<file path="src/rtl/imem_loader_pkg.sv">
// Shared definitions for the boot-time instruction memory loader.
package imem_loader_pkg;

  localparam logic [7:0]  LOADER_HDR  = 8'hA5;
  localparam int unsigned INSTR_W_DEF = 16;

  typedef enum logic [2:0] {
    ST_IDLE,
    ST_HDR,
    ST_LEN,
    ST_HI,
    ST_LO,
    ST_CSUM,
    ST_DONE,
    ST_ERR
  } loader_state_e;

endpackage : imem_loader_pkg

</file>
<file path="src/rtl/imem_loader.sv">
// Boot loader: parses a framed byte stream (A5, N, N big-endian words, XOR
// checksum) and writes the words into instruction memory from address 0,
// keeping the CPU held in reset until a frame with a good checksum lands.
module imem_loader
  import imem_loader_pkg::*;
#(
  parameter int unsigned INSTR_W = INSTR_W_DEF,
  parameter int unsigned ADDR_W  = 8
) (
  input  logic               clk,
  input  logic               rst_n,
  input  logic               start,
  input  logic [7:0]         byte_in,
  input  logic               byte_valid,
  output logic               byte_ready,
  output logic               imem_we,
  output logic [ADDR_W-1:0]  imem_addr,
  output logic [INSTR_W-1:0] imem_wdata,
  output logic               cpu_hold,
  output logic               done,
  output logic               error,
  output logic [ADDR_W:0]    words
);

  // Memory depth, held in 9 bits so it can be compared directly with N.
  localparam logic [8:0] DEPTH = 9'(2 ** ADDR_W);

  loader_state_e      state_q, state_d;
  logic               byte_ready_q, byte_ready_d;
  logic               we_q, we_d;
  logic [ADDR_W-1:0]  addr_q, addr_d;
  logic [INSTR_W-1:0] wdata_q, wdata_d;
  logic               hold_q, hold_d;
  logic               done_q, done_d;
  logic               error_q, error_d;
  logic [ADDR_W:0]    words_q, words_d;
  logic [7:0]         n_q, n_d;
  logic [7:0]         csum_q, csum_d;
  logic [7:0]         hi_q, hi_d;

  logic               hs;
  logic [ADDR_W:0]    words_inc;

  assign hs        = byte_valid && byte_ready_q;
  assign words_inc = words_q + (ADDR_W + 1)'(1);

  // Next-state and next-output logic for the frame parser.
  always_comb begin
    state_d = state_q;
    we_d    = 1'b0;
    addr_d  = addr_q;
    wdata_d = wdata_q;
    hold_d  = hold_q;
    done_d  = done_q;
    error_d = error_q;
    words_d = words_q;
    n_d     = n_q;
    csum_d  = csum_q;
    hi_d    = hi_q;

    // Address moves on once the strobe cycle has been seen by the memory,
    // so addr/data stay stable for the whole write cycle.
    if (we_q) begin
      addr_d = addr_q + ADDR_W'(1);
    end

    unique case (state_q)
      ST_IDLE, ST_DONE, ST_ERR: begin
        if (start) begin
          state_d = ST_HDR;
          done_d  = 1'b0;
          error_d = 1'b0;
          words_d = '0;
          addr_d  = '0;
          hold_d  = 1'b1;
        end
      end
      ST_HDR: begin
        if (hs) begin
          if (byte_in == LOADER_HDR) begin
            state_d = ST_LEN;
          end else begin
            state_d = ST_ERR;
            error_d = 1'b1;
          end
        end
      end
      ST_LEN: begin
        if (hs) begin
          n_d    = byte_in;
          csum_d = '0;
          if ({1'b0, byte_in} > DEPTH) begin
            state_d = ST_ERR;
            error_d = 1'b1;
          end else if (byte_in == 8'd0) begin
            state_d = ST_CSUM;
          end else begin
            state_d = ST_HI;
          end
        end
      end
      ST_HI: begin
        if (hs) begin
          hi_d    = byte_in;
          csum_d  = csum_q ^ byte_in;
          state_d = ST_LO;
        end
      end
      ST_LO: begin
        if (hs) begin
          we_d    = 1'b1;
          wdata_d = INSTR_W'({hi_q, byte_in});
          csum_d  = csum_q ^ byte_in;
          words_d = words_inc;
          state_d = (9'(words_inc) < {1'b0, n_q}) ? ST_HI : ST_CSUM;
        end
      end
      ST_CSUM: begin
        if (hs) begin
          if (byte_in == csum_q) begin
            state_d = ST_DONE;
            done_d  = 1'b1;
            hold_d  = 1'b0;
          end else begin
            state_d = ST_ERR;
            error_d = 1'b1;
          end
        end
      end
      default: state_d = ST_IDLE;
    endcase

    byte_ready_d = (state_d == ST_HDR) || (state_d == ST_LEN) ||
                   (state_d == ST_HI)  || (state_d == ST_LO)  ||
                   (state_d == ST_CSUM);
  end

  // State and registered outputs; reset drops any pending write and holds the CPU.
  always_ff @(posedge clk or negedge rst_n) begin
    if (!rst_n) begin
      state_q      <= ST_IDLE;
      byte_ready_q <= 1'b0;
      we_q         <= 1'b0;
      addr_q       <= '0;
      wdata_q      <= '0;
      hold_q       <= 1'b1;
      done_q       <= 1'b0;
      error_q      <= 1'b0;
      words_q      <= '0;
      n_q          <= '0;
      csum_q       <= '0;
      hi_q         <= '0;
    end else begin
      state_q      <= state_d;
      byte_ready_q <= byte_ready_d;
      we_q         <= we_d;
      addr_q       <= addr_d;
      wdata_q      <= wdata_d;
      hold_q       <= hold_d;
      done_q       <= done_d;
      error_q      <= error_d;
      words_q      <= words_d;
      n_q          <= n_d;
      csum_q       <= csum_d;
      hi_q         <= hi_d;
    end
  end

  assign byte_ready = byte_ready_q;
  assign imem_we    = we_q;
  assign imem_addr  = addr_q;
  assign imem_wdata = wdata_q;
  assign cpu_hold   = hold_q;
  assign done       = done_q;
  assign error      = error_q;
  assign words      = words_q;

endmodule : imem_loader

</file>
<file path="config.mk">
export PLATFORM = sky130hd
export DESIGN_NAME = imem_loader
export DESIGN_NICKNAME = d
export VERILOG_FILES = /design/src/rtl/imem_loader_pkg.sv /design/src/rtl/imem_loader.sv
export SDC_FILE = /design/constraint.sdc
export NUM_CORES = 1
export LEC_CHECK = 0
export CORE_MARGIN = 4
export CORE_UTILIZATION = 54
export DETAILED_ROUTE_END_ITERATION = 8
export GPL_ROUTABILITY_DRIVEN = 0
export PLACE_DENSITY = 0.84
export RECOVER_POWER = 50
export SYNTH_ARGS = -nofsm -noshare
export SYNTH_HDL_FRONTEND = slang
export SYNTH_SLANG_ARGS = --single-unit
</file>
<file path="constraint.sdc">
create_clock -name clk -period 3.22 [get_ports clk]
set_input_delay 0.644 -clock clk [delete_from_list [all_inputs] [get_ports clk]]
set_output_delay 0.644 -clock clk [all_outputs]
set_load 0.1 [all_outputs]
</file>
==> metrics <==
via count=2714; EDFF count, synth=0; std cell rows=28; Max Clock Skew=0.007152 ns; CP Max Fanout=7; post-route ant nets=0; grt ovf=0; cts repair resizes=0; Multi-input gate area=1540 µm²; worst path arrival time=2.87 ns; number of port buffers=49; final wirelength=7276 µm; outcome=finished clean; final std cells w/o fill=473; Final Hold Viols=0; vias per std cell=5.738; cts hold-fix bufs=0; Main synth FF type=dfrtp_1; Slew Viols, Final=0; FF+latch count, synth=65; Total GRT Usage=20.61%; initial antenna violation count=0; worst hold slack=0.4699 ns; Mean Syn Cell Area=9.527 µm²; CP Capture Type=register; Tcrit/Tclk final=82.06%; DRC Markers=0; max frequency=0.3785 GHz; setup TNS=0 ns; Worst-Skew Late Latency=0.34 ns; Crit Path Category=register to register; Nets=414; post-synthesis sequential area ratio=49.52%; Num CTS Buffers=9; CTS Root Cell=clkbuf_8; starting density of the core=55.52%; H-tree depth=3; layout filler cell count=490; first-pass GRT wire length=11950 µm; DIE HEIGHT=86.02 µm; Mapped Area=3287 µm²; relative slew slack=15.30%; DP Cell Count=457; RSZ-0062 raised after global routing=no; CTS Buffer Depth=2; die width=86.02 µm; PD cells=1017 nW/µm²; Core ar.=5921 µm²; Cell variety after synth=45; FF+latch area=1628 µm²; fraction of layout cells with a size suffix above 1=18.09%; # diodes=0; post-synth net total=366; TritonCTS clock tree=done; Mapped Cells=345; I/O pin total=50; worst hold path class=register to register; Total Power=3.970 mW; max-cap viol count=0; CP startpoint kind=register; Post-CTS Setup Bufs=0; final period demand of the worst path=2.642 ns; WL/cell=15.38 µm; Leakage=1.889 nW; final-report setup violation count=0; Yosys warning count=0; Area Growth Syn to Fin=18.80%; peak supply drop=0.0006200 V; largest net degree at the start of global routing=43; Sink Count=65; worst slew pin tran=1.271 ns; Worst Path Required=3.44 ns; asr flop ratio synth=100.0%; Worst-path clk slew=0.07 ns; DRT Pass-1 Iters=5; number of global-route vias before repair=2591; Die Area=7399 µm²; initial drt markers=177; post-detail-place hpwl=5007 µm
[sequential cells by signal, summed over array words and instances, names as in the netlist, 3 cells and up]
| signal | count |
|---|---|
| hi_q | 8 |
| n_q | 8 |
| imem_addr | 8 |
| state_q | 3 |
| csum_q | 8 |
| words | 9 |
| imem_wdata | 16 |
[kinds of logic (layout without fill, tap and decap cells)]
kind of cell,Yosys count,after routing,share of synthesized area [%]
AOI/OAI and AO/OA,65,65,12.18
buffers and inverters,25,78,3.616
xor gates and xnor gates,20,20,5.329
DFF,65,65,49.52
muxes,10,10,3.388
and+or+nand+nor,151,151,22.54
adders and majority gates,9,9,3.426
[final timing paths]
kind                          start             end  slack [ns]  depth (start not counted)
setup / recovery           words[0]      byte_ready        0.58                         10
hold / removal              hi_q[5]  imem_wdata[13]        0.47                          2
setup reg to reg           words[0]      byte_ready        0.58                         10
hold reg to reg             hi_q[5]  imem_wdata[13]        0.47                          2
max in group asynchronous     rst_n   imem_wdata[8]        1.01                          2
min in group asynchronous     rst_n   imem_wdata[4]        0.56                          1
[layer usage]
metal  vias up  wire [µm]  global-route usage, %
li1       1281          -                      -
met2        87       3680                  33.08
met4         0        139                  10.65
met1      1332       3093                  25.98
met3        14        362                  4.707
met5         -          0                      0
[cell usage after synthesis (2+ instances only)]
cell	number	area, µm²
or3_1	3	18.77
o21ai_0	29	145.1
a31oi_1	3	18.77
o31ai_1	4	30.03
and3_1	2	12.51
buf_2	4	20.02
xnor2_1	11	96.34
o2bb2ai_1	2	17.52
clkbuf_1	10	37.54
xor2_1	9	78.83
nor3b_2	8	100.1
ha_1	9	112.6
nor2_1	20	75.07
nor2_2	2	12.51
buf_6	2	22.52
nand2b_1	2	12.51
a21oi_1	6	30.03
nor3_1	7	35.03
mux2_2	9	101.4
inv_1	8	30.03
dfrtp_1	64	1602
nand3_1	14	70.07
and2_1	3	18.77
o21ai_1	3	15.01
nand2_1	77	289.0
nand4_1	4	25.02
nor4_1	3	18.77
a21o_1	10	75.07
[worst max-delay path, cell delays in order, from the launching register on]
cell and delay (ns):
dfrtp_1 0.44, ha_1 0.26, nand3_1 0.20, nor2_1 0.29
xor2_1 0.11, ha_1 0.30, and3_1 0.17, nand3_1 0.07
o21ai_0 0.32, o21ai_0 0.19, o2bb2ai_1 0.16
[through the flow]
stage | setup WS, ns | utilization (%) | area, µm²
global placement | 0.5402 | 62.85 | 3721
finish | 0.5778 | 65.96 | 3905
detailed placement | 0.4074 | 62.85 | 3721
global route | 0.2654 | 65.96 | 3905
CTS | 0.5741 | 66.72 | 3950
floorplan | 0.1343 | - | 3287
[cell usage in the layout, fill, tap and decap left out, types with 10 or more instances in the layout]
cell type / instances
nand3_1: 14
a21o_1: 10
clkbuf_1: 12
nor2_1: 20
o21ai_0: 29
buf_4: 30
dfrtp_1: 64
xnor2_1: 11
clkbuf_8: 11
nand2_1: 77
[final cells by class]
class | count | share of cell area (%)
flip-flops and latches | 65 | 41.69
inverters | 9 | 0.9933
well taps | 75 | 2.403
clock buffers | 11 | 3.877
repair buffers | 53 | 9.612
clock inverters | 5 | 1.987
multi-input cells | 255 | 39.44
[where the power goes]
group | internal [mW] | leakage [nW] | switching, mW
logic | 0.452 | 0.946 | 1.40
registers | 1.10 | 0.828 | 0.229
clock network | 0.476 | 0.115 | 0.319
Note: power is estimated with default switching activity, not from simulation.
